## src/rtl/btb_ctrl.sv

```systemverilog
// -----------------------------------------------------------------------------
// btb_ctrl
//
// Branch-target-buffer controller for the IF/EX stages of the RISC-V core.
// Owns a direct-mapped BTB (valid, tag, target, 2-bit saturating counter per
// entry). It serves a zero-latency prediction to IF, queues resolved branches
// from EX in a 2-entry FIFO and applies them with a read-modify-write
// sequencer. After reset or a flush request it walks the table and clears
// every valid bit before accepting updates again.
//
// Ports
//   clk          clock, all state changes on the rising edge
//   reset_n      synchronous reset, active low
//   lookup_pc    IF fetch PC
//   pred_taken   combinational: entry hit and counter predicts taken
//   pred_target  combinational: stored target when predicted taken, else pc+4
//   upd_valid    EX resolved a branch/jump this cycle
//   upd_pc       PC of the resolved instruction
//   upd_target   resolved target address
//   upd_taken    resolved direction
//   flush_req    single-cycle request to invalidate the whole table
//   ready        registered; 1 while running, 0 while clearing
//   upd_drop     registered one-cycle pulse: an update was discarded
//   fifo_count   registered update FIFO occupancy (0..2)
// -----------------------------------------------------------------------------
module btb_ctrl #(
  parameter int INDEX_BITS = 5
) (
  input  logic        clk,
  input  logic        reset_n,
  input  logic [31:0] lookup_pc,
  output logic        pred_taken,
  output logic [31:0] pred_target,
  input  logic        upd_valid,
  input  logic [31:0] upd_pc,
  input  logic [31:0] upd_target,
  input  logic        upd_taken,
  input  logic        flush_req,
  output logic        ready,
  output logic        upd_drop,
  output logic [1:0]  fifo_count
);

  localparam int ENTRIES = 1 << INDEX_BITS;
  localparam int TAG_W   = 30 - INDEX_BITS;
  localparam logic [INDEX_BITS-1:0] LAST_IDX = INDEX_BITS'(ENTRIES - 1);

  // Main FSM
  localparam logic [0:0] S_CLEAR = 1'b0;
  localparam logic [0:0] S_RUN   = 1'b1;

  // Update sequencer
  localparam logic [1:0] U_IDLE = 2'd0;
  localparam logic [1:0] U_RD   = 2'd1;
  localparam logic [1:0] U_WR   = 2'd2;

  // ---------------------------------------------------------------------------
  // Table storage
  // ---------------------------------------------------------------------------
  logic                  ent_valid_q [ENTRIES];
  logic [TAG_W-1:0]      ent_tag_q   [ENTRIES];
  logic [31:0]           ent_tgt_q   [ENTRIES];
  logic [1:0]            ent_ctr_q   [ENTRIES];

  // ---------------------------------------------------------------------------
  // Control state
  // ---------------------------------------------------------------------------
  logic [0:0]            state_q,   state_d;
  logic [INDEX_BITS-1:0] clr_idx_q, clr_idx_d;
  logic [1:0]            ustate_q,  ustate_d;
  logic [1:0]            count_q,   count_d;
  logic                  wr_ptr_q,  wr_ptr_d;
  logic                  rd_ptr_q,  rd_ptr_d;
  logic                  drop_q,    drop_d;

  // FIFO payload; the PC is kept word-aligned, its two LSBs carry no index/tag
  logic [29:0]           fifo_pc_q  [2];
  logic [31:0]           fifo_tgt_q [2];
  logic                  fifo_tkn_q [2];

  // Update latch (head popped from the FIFO) and the entry snapshot from U_RD
  logic [29:0]           cur_pc_q;
  logic [31:0]           cur_tgt_q;
  logic                  cur_tkn_q;
  logic                  cap_hit_q;
  logic [1:0]            cap_ctr_q;

  // ---------------------------------------------------------------------------
  // Combinational helpers
  // ---------------------------------------------------------------------------
  logic                  running;
  logic                  fifo_full;
  logic                  fifo_empty;
  logic                  flush;
  logic                  push;
  logic                  pop;
  logic                  clr_en;
  logic                  wr_en;
  logic                  tbl_we;

  logic [INDEX_BITS-1:0] lu_idx;
  logic [TAG_W-1:0]      lu_tag;
  logic                  lu_hit;

  logic [INDEX_BITS-1:0] cur_idx;
  logic [TAG_W-1:0]      cur_tag;
  logic                  rd_hit;
  logic [1:0]            new_ctr;

  logic                  unused_upd_pc_lsbs;

  assign running    = (state_q == S_RUN);
  assign fifo_full  = (count_q == 2'd2);
  assign fifo_empty = (count_q == 2'd0);
  assign flush      = running && flush_req;

  assign unused_upd_pc_lsbs = ^upd_pc[1:0];

  // ---------------------------------------------------------------------------
  // Lookup path: reads the entry registers directly, so a write on the
  // current edge is only visible from the next cycle onwards.
  // ---------------------------------------------------------------------------
  assign lu_idx      = lookup_pc[INDEX_BITS+1:2];
  assign lu_tag      = lookup_pc[31:INDEX_BITS+2];
  assign lu_hit      = ent_valid_q[lu_idx] && (ent_tag_q[lu_idx] == lu_tag);
  assign pred_taken  = running && lu_hit && ent_ctr_q[lu_idx][1];
  assign pred_target = pred_taken ? ent_tgt_q[lu_idx] : (lookup_pc + 32'd4);

  // ---------------------------------------------------------------------------
  // Update path
  // ---------------------------------------------------------------------------
  assign cur_idx = cur_pc_q[INDEX_BITS-1:0];
  assign cur_tag = cur_pc_q[29:INDEX_BITS];
  assign rd_hit  = ent_valid_q[cur_idx] && (ent_tag_q[cur_idx] == cur_tag);

  // Saturating counter step; a miss that gets written is an allocation,
  // which starts at weakly-taken.
  always_comb begin
    new_ctr = 2'b10;
    if (cap_hit_q) begin
      if (cur_tkn_q) begin
        new_ctr = (cap_ctr_q == 2'b11) ? 2'b11 : cap_ctr_q + 2'd1;
      end else begin
        new_ctr = (cap_ctr_q == 2'b00) ? 2'b00 : cap_ctr_q - 2'd1;
      end
    end
  end

  // ---------------------------------------------------------------------------
  // Next-state logic
  // ---------------------------------------------------------------------------
  // NOTE: every signal driven here gets a default first so no path leaves it
  // unassigned; otherwise synthesis would infer a latch.
  always_comb begin
    state_d   = state_q;
    clr_idx_d = clr_idx_q;
    ustate_d  = ustate_q;
    count_d   = count_q;
    wr_ptr_d  = wr_ptr_q;
    rd_ptr_d  = rd_ptr_q;
    pop       = 1'b0;
    wr_en     = 1'b0;
    clr_en    = 1'b0;

    // Fullness is judged on the occupancy before this edge, so a pop on the
    // same edge does not make room for an incoming update.
    drop_d = upd_valid && (!running || fifo_full);
    push   = upd_valid && running && !fifo_full && !flush;

    if (!running) begin
      clr_en = 1'b1;
      if (clr_idx_q == LAST_IDX) begin
        state_d   = S_RUN;
        clr_idx_d = '0;
      end else begin
        clr_idx_d = clr_idx_q + INDEX_BITS'(1);
      end
    end else if (flush) begin
      // Abandon any in-flight update: the sequencer never reaches its write.
      state_d   = S_CLEAR;
      clr_idx_d = '0;
      ustate_d  = U_IDLE;
    end else begin
      unique case (ustate_q)
        U_IDLE: begin
          if (!fifo_empty) begin
            pop      = 1'b1;
            ustate_d = U_RD;
          end
        end
        U_RD: begin
          ustate_d = U_WR;
        end
        U_WR: begin
          // A not-taken miss leaves the table untouched.
          wr_en = cap_hit_q || cur_tkn_q;
          if (!fifo_empty) begin
            pop      = 1'b1;
            ustate_d = U_RD;
          end else begin
            ustate_d = U_IDLE;
          end
        end
        default: begin
          ustate_d = U_IDLE;
        end
      endcase
    end

    if (flush) begin
      count_d  = 2'd0;
      wr_ptr_d = 1'b0;
      rd_ptr_d = 1'b0;
    end else begin
      if (push) wr_ptr_d = ~wr_ptr_q;
      if (pop)  rd_ptr_d = ~rd_ptr_q;
      unique case ({push, pop})
        2'b10:   count_d = count_q + 2'd1;
        2'b01:   count_d = count_q - 2'd1;
        default: count_d = count_q;
      endcase
    end
  end

  // A reset edge must not commit a half-finished update.
  assign tbl_we = wr_en && reset_n;

  // ---------------------------------------------------------------------------
  // Control registers
  // ---------------------------------------------------------------------------
  // NOTE: sequential state uses non-blocking assignments only, and reset is
  // sampled synchronously inside the clocked block.
  always_ff @(posedge clk) begin
    if (!reset_n) begin
      state_q   <= S_CLEAR;
      clr_idx_q <= '0;
      ustate_q  <= U_IDLE;
      count_q   <= 2'd0;
      wr_ptr_q  <= 1'b0;
      rd_ptr_q  <= 1'b0;
      drop_q    <= 1'b0;
    end else begin
      state_q   <= state_d;
      clr_idx_q <= clr_idx_d;
      ustate_q  <= ustate_d;
      count_q   <= count_d;
      wr_ptr_q  <= wr_ptr_d;
      rd_ptr_q  <= rd_ptr_d;
      drop_q    <= drop_d;
    end
  end

  // ---------------------------------------------------------------------------
  // Datapath registers: FIFO payload, update latch, entry snapshot
  // ---------------------------------------------------------------------------
  // NOTE: payload and table arrays carry no reset; their contents are only
  // observed behind control state (FIFO count, sequencer state, valid bits
  // rebuilt by the clear walk) that is reset.
  always_ff @(posedge clk) begin
    if (push) begin
      fifo_pc_q[wr_ptr_q]  <= upd_pc[31:2];
      fifo_tgt_q[wr_ptr_q] <= upd_target;
      fifo_tkn_q[wr_ptr_q] <= upd_taken;
    end
    if (pop) begin
      cur_pc_q  <= fifo_pc_q[rd_ptr_q];
      cur_tgt_q <= fifo_tgt_q[rd_ptr_q];
      cur_tkn_q <= fifo_tkn_q[rd_ptr_q];
    end
    // The snapshot is taken after any preceding write has landed, so two
    // queued updates to the same index are applied in order.
    if (running && (ustate_q == U_RD)) begin
      cap_hit_q <= rd_hit;
      cap_ctr_q <= ent_ctr_q[cur_idx];
    end
  end

  // ---------------------------------------------------------------------------
  // Table write port: the clear walk only touches valid bits.
  // ---------------------------------------------------------------------------
  always_ff @(posedge clk) begin
    if (clr_en) begin
      ent_valid_q[clr_idx_q] <= 1'b0;
    end else if (tbl_we) begin
      ent_valid_q[cur_idx] <= 1'b1;
      ent_tag_q[cur_idx]   <= cur_tag;
      ent_ctr_q[cur_idx]   <= new_ctr;
      // Not-taken hits keep the previously learned target.
      if (cur_tkn_q) begin
        ent_tgt_q[cur_idx] <= cur_tgt_q;
      end
    end
  end

  // ---------------------------------------------------------------------------
  // Outputs
  // ---------------------------------------------------------------------------
  assign ready      = running;
  assign upd_drop   = drop_q;
  assign fifo_count = count_q;

endmodule

```

## config.mk

```make
export PLATFORM = sky130hd
export DESIGN_NAME = btb_ctrl
export DESIGN_NICKNAME = d
export VERILOG_FILES = /design/src/rtl/btb_ctrl.sv
export SDC_FILE = /design/constraint.sdc
export NUM_CORES = 2
export LEC_CHECK = 0
export BUFFER_PORTS_ARGS = -buffer_cell sky130_fd_sc_hd__buf_2
export CAP_MARGIN = 10
export CORE_UTILIZATION = 50
export CTS_BUF_LIST = sky130_fd_sc_hd__clkbuf_2
export DETAILED_ROUTE_END_ITERATION = 6
export GPL_TIMING_DRIVEN = 0
export PLACE_DENSITY_LB_ADDON = 0.2
export SYNTH_ARGS = -nofsm -noshare
export SYNTH_HDL_FRONTEND = slang
export SYNTH_SLANG_ARGS = --single-unit
```

## constraint.sdc

```tcl
create_clock -name clk -period 18.5 [get_ports clk]
set_input_delay 2.775 -clock clk [delete_from_list [all_inputs] [get_ports clk]]
set_output_delay 2.775 -clock clk [all_outputs]
set_load 0.02 [all_outputs]
```

==> impl_metrics.toml <==
[clocking]
cts_buffers = 555
cts_resized = 0
cts_tree = "built"
ctsHtreeMaxLevel = 6
clk_latency_ns = 1.84
clock_sinks = 2125
cts_setup_buffers = 0
hold_buffers = 0
clk_pin_slew_ns = 0.10
clock-root-buffer = "clkbuf_2"
cts.path.max_buffers = 4

[critical_path]
startpoint_type = "primary input"
crit_arrival_ns = 9.79
reg2reg_depth = 10
crit_start = "lookup_pc[4]"
reg2reg_slack_ns = 10.99
critPathKind = "in2out"
cp-endpoint = "pred_target[29]"
cp_max_fo = 10
endpoint_kind = "output port"
worst_ep_required_time_ns = 15.73
reg2reg_from = "cur_pc_q[2]$_DFFE_PP_"
r2r-end = "cap_hit_q$_DFFE_PP_"

[timing]
timing.final.ws_setup_ns = 5.94
hold_violations = 0
setup-tns-final_ns = 0
finalSetupViolCount = 0
slew_violations = 0
fin_crit_sh_pct = 67.9
skew_ns = 0.174
relSlewSlack_pct = 0.187
clock.fmax_mhz = 79.6
rsz0062_at_grt = "false"
fin_crit_ns = 12.56
worst_pin_slew_ns = 1.50

[synthesis]
yosysTopAreaCellShare_pct = 71.8
avgSynthCellArea_um2 = 21.2
synth-seq-cells = 2125
syn-cell-area_um2 = 88300
synthCells = 4169
synth_ff_type = "edfxtp_1"
postSynth.asyncResetShare_pct = 0
synth_edf_count = 2112
synth.top_cells.by_count = "edfxtp_1, mux4_2, mux2i_1"
syn_nets = 4274
yosysSeqAreaShare_pct = 72.1
ys_types = 69
yosysMostFrequentCell = "edfxtp_1"
yosys-top-cells-area = "edfxtp_1, mux4_2, mux2i_1, mux2_2, a22oi_1"
synth_largest_area_cell = "edfxtp_1"
yosysWarnings = 0

[route]
via_per_inst = 6.82
wirelength_um = 307000
post-route-drc-count = 0
drt-initial-drc-count = 8195
drtPass1Iterations = 7
postRouteAntennaNets = 0
via_count = 52500
wire_per_inst_um = 39.9

[run_status]
run_status = "complete, but fails checks"
violations = "max-capacitance violations"

[floorplanning]
die_height_um = 422
core_area_um2 = 175000
design.die.area_um2 = 178000
ios = 138
dieWidth_um = 422
row_count = 153
initial_utilization_pct = 50.6

[power_and_ir_drop]
share_comb_of_total_power_pct = 5.0
p_sw_share_pct = 25.1
power.leakage_uw = 0.0325
clkPwrFrac_pct = 35.4
p_per_area_nw_per_um2 = 87.4
seqPwrFrac_pct = 59.6
vdd_ir_drop_max_v = 0.0000735
switchingPower_uw = 2190
p_int_uw = 6550

[global_route]
grt_pass1_vias = 51900
grt_pass1_wl_um = 414000
grt_overflow = 0
antenna_found_initial = 23
grt_usage_pct = 34.4
grt_max_degree = 34

[layout]
area_growth_syn_to_layout_pct = 13.3
drive_gt1_share_pct = 38.7
finalNetCount = 5118

[place]
dp_slack_ns = 6.26
dpl.hpwl_um = 208000
portBuffers = 133
place.gp.congestion = 0.965

[hold_path]
hold_path_class = "reg2reg"

[flow_run]
cap_violations = 2
[critical path, cell delays in order]
cell and delay, ns:
buf_2 0.25, buf_2 0.36, buf_1 0.85, buf_2 0.57, buf_2 0.54, buf_2 0.64, buf_1 0.77, clkbuf_1 1.02
mux4_2 0.45, mux2i_1 0.63, mux2i_1 0.53, buf_2 0.31
[power by group through the flow]
stage               Clock, uW  Combinational (uW)  Sequential (uW)
global route             3350                 440             5210
global placement            0                 418             5320
detailed placement          0                 423             5320
CTS                      3120                 424             5210
floorplan                   0                 239             5320
finish                   3100                 434             5210
[worst min path at each step]
| stage | start | end | depth (start not counted) |
|---|---|---|---|
| 6_report | fifo_tgt_q[1][3]$_DFFE_PP_ | cur_tgt_q[3]$_DFFE_PP_ | 1 |
| 5_1_grt | fifo_tgt_q[1][3]$_DFFE_PP_ | cur_tgt_q[3]$_DFFE_PP_ | 1 |
| 3_5_place_dp | clr_idx_q[3]$_SDFFE_PN0P_ | clr_idx_q[3]$_SDFFE_PN0P_ | 2 |
| 3_3_place_gp | clr_idx_q[3]$_SDFFE_PN0P_ | clr_idx_q[3]$_SDFFE_PN0P_ | 2 |
| 2_1_floorplan | clr_idx_q[3]$_SDFFE_PN0P_ | clr_idx_q[3]$_SDFFE_PN0P_ | 2 |
| 4_1_cts | fifo_tgt_q[1][3]$_DFFE_PP_ | cur_tgt_q[3]$_DFFE_PP_ | 1 |
[flip-flops by register name, indices dropped and copies added, names as in the netlist, 30 cells and up]
name and count:
cur_pc_q 30, fifo_pc_q 60, ent_valid_q 32, cur_tgt_q 32, ent_tgt_q 1024, ent_tag_q 800
ent_ctr_q 64, fifo_tgt_q 64
[cell type report]
class	instances	area, um2
Tap cell	2325	2910
Sequential cell	2125	63700
Buffer	260	1310
Timing Repair Buffer	287	3770
Multi-Input combinational cell	1770	23800
Antenna cell	15	37.5
Fill cell	13200	74500
Clock inverter	129	634
Inverter	14	52.6
Clock buffer	773	3870
[layout by cell type (no fill, tap or decap), types with 10 or more instances in the layout]
cell type  instances
xnor2_1           44
o21ai_0           33
nor3_1            11
clkinv_1         101
dfxtp_1           13
buf_16            40
mux2i_1          175
o221ai_1          19
a221oi_1          18
nor2_1            64
nand2b_1          10
o211ai_1          11
edfxtp_1        2112
buf_1             45
buf_12            68
buf_2            206
buf_4             18
diode_2           15
a22oi_1          125
mux4_2           678
inv_2             16
a211oi_1          12
nor2b_1           20
nand4_1           43
buf_6             33
inv_1             10
xor2_1            35
nor2_4            66
mux2_2           100
o22ai_1           27
nand2_1           73
a21oi_1           43
nand3_1           37
clkbuf_2         779
and2_1            16
buf_8             34
clkbuf_1          96
[cell families (layout without fill, tap and decap cells)]
kind of cell	after synthesis	count (layout)	share of synthesized area, %
DFF	2125	2125	72.1
buffers and inverters	274	1463	1.53
other	0	15	0
and+or+nand+nor	389	389	2.15
adders and majority gates	5	5	0.0680
AOI/OAI and AO/OA	340	340	2.74
muxes	957	957	20.6
xor gates and xnor gates	79	79	0.784
[layer usage]
metal	GRT usage [%]	wire length, um
met1	41.4	100000
met2	53.0	142000
met3	10.7	39600
met4	23.9	24500
met5	0	98
[stage by stage]
| step | total power, uW | utilization (%) | instance area, um2 | hold slack [ns] | instances |
|---|---|---|---|---|---|
| 2_1_floorplan | 5560 | - | 88300 | 0.472 | 4169 |
| 3_3_place_gp | 5740 | 52.6 | 91900 | 0.506 | 6627 |
| 3_5_place_dp | 5740 | 54.6 | 95400 | 0.522 | 6773 |
| 4_1_cts | 8760 | 57.2 | 99900 | 0.516 | 7675 |
| 5_1_grt | 9000 | 57.3 | 100000 | 0.534 | 7695 |
| 6_report | 8740 | 57.3 | 100000 | 0.528 | 7698 |
Power figures use the tool's default switching activity.
